File: src/rtl/csr_machine_file.sv
// Machine-mode CSR file: read mux, CSRRW/RS/RC updates, 64-bit counters,
// trap entry for exceptions / timer / external interrupts, and mret.
module csr_machine_file #(
    parameter logic [31:0] MTVEC_RESET = 32'h0000_0000
) (
    input  logic        clk,
    input  logic        rst,
    input  logic [31:0] pc,
    input  logic [11:0] csr_addr,
    input  logic [1:0]  csr_op,
    input  logic [31:0] csr_wdata,
    input  logic        instr_retire,
    input  logic        exc_req,
    input  logic [31:0] exc_cause,
    input  logic        mret,
    input  logic        timer_irq,
    input  logic        ext_irq,
    output logic [31:0] csr_rdata,
    output logic        redirect_valid,
    output logic [31:0] redirect_pc
);

    localparam logic [31:0] MTVEC_INIT = MTVEC_RESET & ~32'h3;
    localparam logic [31:0] MIE_MASK   = 32'h0000_0880;

    logic        st_mie_q, st_mie_d;
    logic        st_mpie_q, st_mpie_d;
    logic [31:0] mie_q, mie_d;
    logic [31:0] mtvec_q, mtvec_d;
    logic [31:0] mscratch_q, mscratch_d;
    logic [31:0] mepc_q, mepc_d;
    logic [31:0] mcause_q, mcause_d;
    logic [63:0] mcycle_q, mcycle_d;
    logic [63:0] minstret_q, minstret_d;

    logic [31:0] mstatus_rd;
    logic [31:0] mip_rd;
    logic [31:0] wval;
    logic        irq_ext;
    logic        irq_tmr;
    logic        trap;
    logic        wr_en;

    assign mstatus_rd = 32'h0000_1800
                      | {24'd0, st_mpie_q, 7'd0}
                      | {28'd0, st_mie_q, 3'd0};
    assign mip_rd     = {20'd0, ext_irq, 3'd0, timer_irq, 7'd0};

    assign irq_ext = st_mie_q & mie_q[11] & ext_irq;
    assign irq_tmr = st_mie_q & mie_q[7] & timer_irq;
    assign trap    = irq_ext | irq_tmr | exc_req;
    assign wr_en   = (csr_op != 2'b00) & ~trap & ~mret;

    assign redirect_valid = ~rst & (trap | mret);
    assign redirect_pc    = trap ? mtvec_q : mepc_q;

    // Combinational read of the addressed CSR (pre-update value)
    always_comb begin
        csr_rdata = 32'd0;
        case (csr_addr)
            12'h300: csr_rdata = mstatus_rd;
            12'h304: csr_rdata = mie_q;
            12'h305: csr_rdata = mtvec_q;
            12'h340: csr_rdata = mscratch_q;
            12'h341: csr_rdata = mepc_q;
            12'h342: csr_rdata = mcause_q;
            12'h344: csr_rdata = mip_rd;
            12'hB00: csr_rdata = mcycle_q[31:0];
            12'hB80: csr_rdata = mcycle_q[63:32];
            12'hB02: csr_rdata = minstret_q[31:0];
            12'hB82: csr_rdata = minstret_q[63:32];
            default: csr_rdata = 32'd0;
        endcase
    end

    // Read-modify-write value for the CSR instruction
    always_comb begin
        wval = csr_rdata;
        case (csr_op)
            2'b01:   wval = csr_wdata;
            2'b10:   wval = csr_rdata | csr_wdata;
            2'b11:   wval = csr_rdata & ~csr_wdata;
            default: wval = csr_rdata;
        endcase
    end

    // Next state: trap > mret > CSR write, counters run underneath
    always_comb begin
        st_mie_d   = st_mie_q;
        st_mpie_d  = st_mpie_q;
        mie_d      = mie_q;
        mtvec_d    = mtvec_q;
        mscratch_d = mscratch_q;
        mepc_d     = mepc_q;
        mcause_d   = mcause_q;
        mcycle_d   = mcycle_q + 64'd1;
        minstret_d = minstret_q;
        if (instr_retire && !trap) begin
            minstret_d = minstret_q + 64'd1;
        end
        if (trap) begin
            mepc_d    = pc & ~32'h3;
            st_mpie_d = st_mie_q;
            st_mie_d  = 1'b0;
            if (irq_ext) begin
                mcause_d = 32'h8000_000B;
            end else if (irq_tmr) begin
                mcause_d = 32'h8000_0007;
            end else begin
                mcause_d = exc_cause;
            end
        end else if (mret) begin
            st_mie_d  = st_mpie_q;
            st_mpie_d = 1'b1;
        end else if (wr_en) begin
            case (csr_addr)
                12'h300: begin
                    st_mie_d  = wval[3];
                    st_mpie_d = wval[7];
                end
                12'h304: mie_d      = wval & MIE_MASK;
                12'h305: mtvec_d    = wval & ~32'h3;
                12'h340: mscratch_d = wval;
                12'h341: mepc_d     = wval & ~32'h3;
                12'h342: mcause_d   = wval;
                12'hB00: mcycle_d   = {mcycle_q[63:32], wval};
                12'hB80: mcycle_d   = {wval, mcycle_q[31:0]};
                12'hB02: minstret_d = {minstret_q[63:32], wval};
                12'hB82: minstret_d = {wval, minstret_q[31:0]};
                default: ;
            endcase
        end
    end

    // State registers with asynchronous reset
    always_ff @(posedge clk or posedge rst) begin
        if (rst) begin
            st_mie_q   <= 1'b0;
            st_mpie_q  <= 1'b0;
            mie_q      <= 32'd0;
            mtvec_q    <= MTVEC_INIT;
            mscratch_q <= 32'd0;
            mepc_q     <= 32'd0;
            mcause_q   <= 32'd0;
            mcycle_q   <= 64'd0;
            minstret_q <= 64'd0;
        end else begin
            st_mie_q   <= st_mie_d;
            st_mpie_q  <= st_mpie_d;
            mie_q      <= mie_d;
            mtvec_q    <= mtvec_d;
            mscratch_q <= mscratch_d;
            mepc_q     <= mepc_d;
            mcause_q   <= mcause_d;
            mcycle_q   <= mcycle_d;
            minstret_q <= minstret_d;
        end
    end

endmodule

File: config.mk
export PLATFORM = sky130hd
export DESIGN_NAME = csr_machine_file
export DESIGN_NICKNAME = d
export VERILOG_FILES = /design/src/rtl/csr_machine_file.sv
export SDC_FILE = /design/constraint.sdc
export NUM_CORES = 1
export LEC_CHECK = 0
export CAP_MARGIN = 10
export CORE_AREA = 3 3 214 216
export DETAILED_ROUTE_END_ITERATION = 12
export DIE_AREA = 0 0 217 219
export HOLD_SLACK_MARGIN = 0.1
export SLEW_MARGIN = 30
export SYNTH_ARGS = -nofsm -noshare
export SYNTH_HDL_FRONTEND = slang
export SYNTH_SLANG_ARGS = --single-unit
File: constraint.sdc
create_clock -name clk -period 7.8 [get_ports clk]
set_input_delay 0.78 -clock clk [delete_from_list [all_inputs] [get_ports clk]]
set_output_delay 0.78 -clock clk [all_outputs]
set_load 0.01 [all_outputs]
# Word-level counts from Yosys, hierarchy flattened

Index checks and enable logic that the tools add are counted.

Bits in registers: 258
Input port bits: 117
Output and inout bits: 65
Word-level logic and storage cells: 93

$add $sub $neg: 2
Equality and inequality tests: 19
Mux-type cells: 30
Bitwise gates (word level): 17
Reductions and logical operators: 14

Operators by type and width:

| cell                                                                    | number |
|---|---|
| 64-bit two-way mux                                                      | 7 |
| 32-bit two-way mux                                                      | 11 |
| 32-bit one-hot mux with 11 select lines                                 | 1 |
| 64-bit one-hot mux with 2 select lines                                  | 2 |
| 64-bit by 1-bit adder with 64-bit output, second input constant         | 2 |
| 32-bit one-hot mux with 3 select lines                                  | 1 |
| 12-bit by 10-bit equality test with 1-bit output, second input constant | 7 |
| 12-bit equality test, second input constant                             | 4 |
| 32-bit AND                                                              | 1 |
| 32-bit inverter                                                         | 1 |
| 32-bit bitwise OR                                                       | 1 |
| 4-bit != test, second input constant                                    | 4 |
| 13-bit by 4-bit bitwise OR with 13-bit output                           | 1 |
| 4-bit AND reduction                                                     | 3 |
| 1-bit two-way mux                                                       | 8 |
| 2-bit nonzero test                                                      | 4 |
| 1-bit AND                                                               | 7 |
| 3-bit AND reduction                                                     | 2 |
| 3-bit nonzero test                                                      | 2 |
| 2-bit equality test, second input constant                              | 2 |
| 1-bit inverter                                                          | 3 |
| 1-bit bitwise OR                                                        | 3 |
| 2-bit by 1-bit equality test with 1-bit output, second input constant   | 1 |
| 2-bit by 1-bit != test with 1-bit output, second input constant         | 1 |
| 3 further kinds                                                         | 3 |

# Longest topological paths before layout

Gate-level depths: netlist of the first run.

Depth after elaboration: 11
Gate-level depth with buffers: 12
Gate-level depth less buffers: 8

# Worst setup path after synthesis of the first run

No wires, ideal clock.

Kind: input to output
From: input port csr_addr[5]
To: output port csr_rdata[19]
Data arrival time: 2456 ps
Data required time: 7020 ps
Path slack: 4564 ps
Stages on the path: 9
Path buffers: 4
Path through: buf_2 -> or4_4 -> buf_6 -> nor3_4 -> buf_4 -> buf_6 -> a22oi_1 -> nand2_1 -> a211o_1

Longest elaborated chain between the ends: 2
Elaborated cells between the ends (all ways): 12
Those cells by class: eq/ne (11); mux (1)

RTL lines:

| element                                                                                  | RTL line | source |
|---|---|---|
| start: declaration                                                                       | 9        | `input logic [11:0] csr_addr,` |
| 12-bit equality test or 12-bit by 10-bit equality test with 1-bit output (tied branches) | 60       | `case (csr_addr)` |
| 32-bit one-hot mux with 11 select lines (*)                                              | 60       |  |
| end: declaration                                                                         | 18       | `output logic [31:0] csr_rdata,` |

Every way passes the cells marked *; elsewhere a longest branch is shown, timed or not.

# Worst setup path after layout of the first run

From: input port csr_addr[2]
To: output port csr_rdata[2]

The elaborated chain is that of the path after synthesis.

==> flow_summary.toml, run 1 <==
[critical_path]
path_delay_family = "simple AND/OR/NAND/NOR gates"
setup.worst_path.class = "primary input to output port"
crit_path_start_kind = "primary input"
r2r_cells = 9
critPathCaptureType = "output port"
required_ps = 7020
critPathMostFrequentCell = "clkdlybuf4s50_1"
cp.depth = 7
rrSetupSlack_ps = 4220
cp-startpoint = "csr_addr[2]"
crit_arrival_ps = 4760
critPathMaxFanout = 16
max_stage_delay_ps = 900
r2r_end = "minstret_q[25]"
crit_chain = "clkdlybuf4s50_1, or4b_1, nor4_4, buf_4, a22oi_1, nand4_1, clkdlybuf4s50_1"
r2r_start = "mie_q[7]"
endpoint = "csr_rdata[2]"
slowest_stage = "or4b_1"
crit_buf_inv = 3

[route]
drc = 0
drt_pre_antenna_iters = 6
antenna_left = 0
drt_iter0_drc = 2895
wl_per_cell_um = 29.8
vias_per_cell = 6.67
route.vias.total = 18700
wl_um = 83400

[power_and_ir_drop]
switching_share = 0.295
p_comb_frac = 0.146
leakage_nw = 8.16
p_clk_frac = 0.438
powerDensity_nw_per_um2 = 174
internal-power_w = 0.00252
ir_drop_mv = 0.171
p_seq_frac = 0.416
switchingPower_w = 0.00105

[logic_synthesis]
avgSynthCellArea_um2 = 8.24
synth.yosys.seq_area_share = 0.375
synth.most_common_cell = "nand2_1"
ys.flop_type = "dfrtp_1"
netlist_top_cells_count = "nand2_1, dfrtp_1, a21oi_1"
async_flop_share = 1.00
ys_seq_elements = 256
synthDistinctLibCells = 97
syn_area_um2 = 17100
synth.top_cell.area_share = 0.375
synth_warnings = 0
synth_edf_count = 0
synthCells = 2075
yosysTopAreaCell = "dfrtp_1"
synth_area_leaders = "dfrtp_1, nand2_1, a21oi_1, o21ai_0, xnor2_1"

[floorplan]
coreArea_um2 = 44100
initial_utilization = 0.388
die_w_um = 217
die_h_um = 219
rows = 77
num_io_pins = 182
die_area_um2 = 47500

[clock_network]
cts_setup_buffers = 0
numClockSinks = 256
cts_max_level = 1
cts_made_buffers = 31
clockRootBuffer = "clkbuf_16"
clk_latency_ps = 600
cts.path.max_buffers = 3
cts_resized = 0
cts_tree = "built"
cts_hold_buf = 0
clkSlewWorstSetupHoldPaths_ps = 60

[grt]
grt_overflow = 0
gr-usage-all-layers = 0.341
antenna_found_initial = 0
grt_pass1_vias = 17500
grt_pass1_wl_um = 121000
grt_max_degree = 81

[placed_design]
dp_slack_ps = 2090
dp_hpwl_um = 60400
dp_cells = 2740
gp_congestion = 1.05
io_buffers = 177

[final_layout]
instances_no_fill = 2798
finish.utilization = 0.465
syn2layout_area_growth_pct = 20.0
drive_above_1_share = 0.0911
nNetsFinal = 2301
diodes = 0

[sta]
worst-slew-pin-transition_ps = 1060
rsz0062_at_grt = "no"
final_hold_viol_count = 0
max_freq_mhz = 180
maxSlewHeadroom = 0.293
setup-tns-final_ps = 0
min_period_over_period = 0.710
timing.final.ws_setup_ps = 2260
skew_ps = 21.6
post-route-min-period_ps = 5540
slew_violations = 0
finalSetupViolCount = 0

[run_status]
status = "finished clean"

[job]
cap_violations = 0

[worst_hold_path]
min_path_type = "register to register"
per-layer routing:
layer	vias up	track usage	wire length (µm)
li1	7973	-	-
met2	1406	0.516	35800
met1	9031	0.471	33100
met3	242	0.0814	10600
met5	-	0	0
met4	0	0.136	3960
worst min-delay path by stage:
stage,startpoint,cells past startpoint,endpoint
after floorplan,mscratch_q[11],2,mscratch_q[11]
after global placement,mscratch_q[9],2,mscratch_q[9]
after detailed placement,mscratch_q[9],2,mscratch_q[9]
after CTS,mscratch_q[9],2,mscratch_q[9]
after global routing,mscratch_q[19],2,mscratch_q[19]
final,mscratch_q[23],2,mscratch_q[23]
logic make-up after synthesis:
kind of cell / share of synthesized area
xor gates and xnor gates: 0.0369
AOI/OAI and AO/OA: 0.257
and+or+nand+nor: 0.255
other: 0.000219
buffers and inverters: 0.0471
muxes: 0.0280
adders and majority gates: 0.00146
DFF: 0.375
layout by cell type (no fill, tap or decap), types with 35 or more instances in the layout:
cell             Yosys  final
nand2_1            327    325
dfrtp_1            256    256
clkdlybuf4s50_1      0    174
a21oi_1            158    157
nor2_1             144    142
o21ai_0            134    133
nand3_1             91     91
xnor2_1             62     62
nand4_1             57     57
buf_4               10     52
a22oi_1             50     50
nor3_1              51     47
a211oi_1            47     47
and3_1              35     35
layout make-up:
type	instances	area (µm²)
fillers	4383	23600
flip-flops and latches	256	6410
clock inverters	22	260
inverters	19	75.1
clock buffers	35	821
repair buffers	231	2190
multi-input cells	1643	10000
well taps	592	741
per-stage QoR:
step / hold slack [ps] / instance area, µm² / power [W]
floorplan: 446 / 17100 / 0.00175
global placement: 459 / 19300 / 0.00200
detailed placement: 468 / 19400 / 0.00201
CTS: 482 / 20500 / 0.00356
global route: 501 / 20500 / 0.00367
finish: 478 / 20500 / 0.00357
worst min-delay path: cells and delay by family (launching register included):
kind	cells	cell delay [ps]
AO/OA/AOI/OAI	1	60
AND/OR/NAND/NOR	1	40
flip-flops	1	340
power by group through the flow:
stage	combinational (W)	clock (W)	sequential, W
floorplan	0.000282	0	0.00147
global placement	0.000499	0	0.00150
detailed placement	0.000505	0	0.00150
CTS	0.000508	0.00157	0.00148
global route	0.000558	0.00162	0.00149
finish	0.000523	0.00156	0.00149
state kept, by name, indices dropped and copies added, names as in the netlist:
signal      cells
mie_q           2
st_mie_q        1
mcause_q       32
mepc_q         30
minstret_q     64
mcycle_q       64
mscratch_q     32
st_mpie_q       1
mtvec_q        30
No activity file was read; power rests on OpenSTA's default activity.
==> run 2: changes to the inputs <==
==> constraint.sdc (replaced) <==
create_clock -name clk -period 4.48 [get_ports clk]
set_input_delay 0.448 -clock clk [delete_from_list [all_inputs] [get_ports clk]]
set_output_delay 0.448 -clock clk [all_outputs]
set_load 0.01 [all_outputs]
==> run 2 against run 1 <==
Against the previous run: utilization increased by 1.3 points; clock power increased by 76%; critical path depth stayed put; via count is 1.2% higher; design area increased by 2.8%; flip-flop and latch count unchanged; non-clock buffer count is 66 higher; wire length increased by 3.8%; combinational power increased by 80%; register-to-register slack got worse by 3000 ps; critical path type unchanged; critical endpoint is now csr_rdata[23].
==> flow_summary.toml, run 2 (synthesis gave the netlist of run 1 again) <==
[run_status]
status = "finished clean"

[final_layout]
instances_no_fill = 2866
multi_input_area_um2 = 9990
regArea_um2 = 6410
syn2layout_area_growth_pct = 23.3
nNetsFinal = 2370
final_common_cell = "nand2_1"
largestRegisters = "mcycle_q (64), minstret_q (64)"
layout_common_cells = "nand2_1, dfrtp_1, clkdlybuf4s50_1"
drive_above_1_share = 0.113
fillerInstances = 4409

[sta]
max_freq_mhz = 236
final_hold_viol_count = 0
slew_violations = 0
worst-slew-pin-transition_ps = 952
rsz0062_at_grt = "no"
maxSlewHeadroom = 0.364
min_period_over_period = 0.947
finalSetupViolCount = 0
post-route-min-period_ps = 4240
setup-tns-final_ps = 0
skew_ps = 24.5

[critical_path]
critPathMostFrequentCell = "clkdlybuf4s50_1"
rrSetupSlack_ps = 1220
setup.worst_path.class = "primary input to output port"
path_delay_family = "buffers and inverters"
crit_path_start_kind = "primary input"
cp.depth = 7
endpoint = "csr_rdata[23]"
critPathMaxFanout = 14
r2r_end = "mcycle_q[54]"
critPathCaptureType = "output port"
slowest_stage = "or4_4"
r2r_start = "mcycle_q[0]"
cp-startpoint = "csr_addr[7]"
crit_buf_inv = 3
required_ps = 4030
max_stage_delay_ps = 780
crit_arrival_ps = 3790
r2r_cells = 8
crit_chain = "clkdlybuf4s50_1, or4_4, nor3_4, buf_4, a222oi_1, nand2b_1, clkdlybuf4s50_1"

[power_and_ir_drop]
switchingPower_w = 0.00188
p_seq_frac = 0.413
fin_total_pwr_w = 0.00627
powerDensity_nw_per_um2 = 297
p_clk_frac = 0.436
ir_drop_mv = 0.239
switching_share = 0.300
p_comb_frac = 0.150
internal-power_w = 0.00439
leakage_nw = 8.51

[clock_network]
clockRootBuffer = "clkbuf_16"
cts_max_level = 2
cts_hold_buf = 0
cts_made_buffers = 34
cts.path.max_buffers = 3
numClockSinks = 256
clkSlewWorstSetupHoldPaths_ps = 50
cts_tree = "built"
cts_setup_buffers = 0
clk_latency_ps = 560
cts_resized = 0

[floorplan]
coreArea_um2 = 44100
initial_utilization = 0.388
die_area_um2 = 47500
die_h_um = 219
die_w_um = 217
rows = 77
num_io_pins = 182

[route]
drc = 0
vias_per_cell = 6.59
drt_pre_antenna_iters = 7
antenna_left = 0
route.vias.total = 18900
drt_iter0_drc = 2505
wl_um = 86600
wl_per_cell_um = 30.2

[worst_hold_path]
min_path_type = "primary input to asynchronous set/reset pin"

[grt]
grt_overflow = 0
antenna_found_initial = 3
gr-usage-all-layers = 0.357
grt_pass1_wl_um = 125000
grt_pass1_vias = 18000
grt_max_degree = 97

[placed_design]
dp_cells = 2807
dp_hpwl_um = 64800
gp_congestion = 1.00
io_buffers = 177

[job]
cap_violations = 0
==> run 2: cell types whose count changed in the layout (fill, tap and decap cells not counted), sizes merged <==
cell,before,now
buf,57,123
diode,0,1
clkinvlp,5,2
bufinv,5,1
clkbuf,35,47
clkinv,11,7
==> run 2: per-stage QoR <==
step / setup slack [ps] / cell area (µm²) / hold WS (ps) / util
after floorplan: 660 / 17100 / 446 / -
after global placement: 280 / 20000 / 458 / 0.453
after detailed placement: 284 / 20000 / 470 / 0.453
after CTS: 265 / 21100 / 374 / 0.477
after global routing: 275 / 21100 / 423 / 0.478
final: 238 / 21100 / 371 / 0.478
==> run 2: worst register-to-register path, delay by kind of cell (launching register included) <==
kind	cells	cell delay [ps]
adders and majority gates	1	240
AOI/OAI and AO/OA	2	240
DFF	1	470
and+or+nand+nor	5	2200
==> run 2: per-layer routing <==
layer / share of wire / wire, µm / global-route usage
met1: 0.41 / 35500 / 0.486
met2: 0.43 / 36900 / 0.539
met3: 0.11 / 9930 / 0.0950
met4: 0.049 / 4260 / 0.148
met5: 0.00021 / 18 / 0
==> run 2: area by class of cell <==
cell class                 count  area share
antenna                        1    0.000119
clock buffer                  47      0.0465
clock inverter                11     0.00439
inverter                      19     0.00356
multi-input combinational   1643       0.474
sequential                   256       0.304
tap                          592      0.0351
timing repair buffer         297       0.133
==> run 2: worst min-delay path by stage <==
| stage | start | endpoint | slack (ps) | cells past startpoint |
|---|---|---|---|---|
| 2_1_floorplan | mscratch_q[11] | mscratch_q[11] | 450 | 2 |
| 3_3_place_gp | mscratch_q[9] | mscratch_q[9] | 460 | 2 |
| 3_5_place_dp | mscratch_q[19] | mscratch_q[19] | 470 | 2 |
| 4_1_cts | rst | mcause_q[4] | 370 | 2 |
| 5_1_grt | rst | mcause_q[5] | 420 | 2 |
| 6_report | rst | mcause_q[7] | 370 | 2 |
==> run 2: power groups by stage <==
stage	sequential, W	clock [W]	combinational (W)
finish	0.00259	0.00274	0.000943
global placement	0.00262	0	0.000908
CTS	0.00258	0.00275	0.000924
floorplan	0.00256	0	0.000491
global route	0.00260	0.00285	0.000999
detailed placement	0.00262	0	0.000919
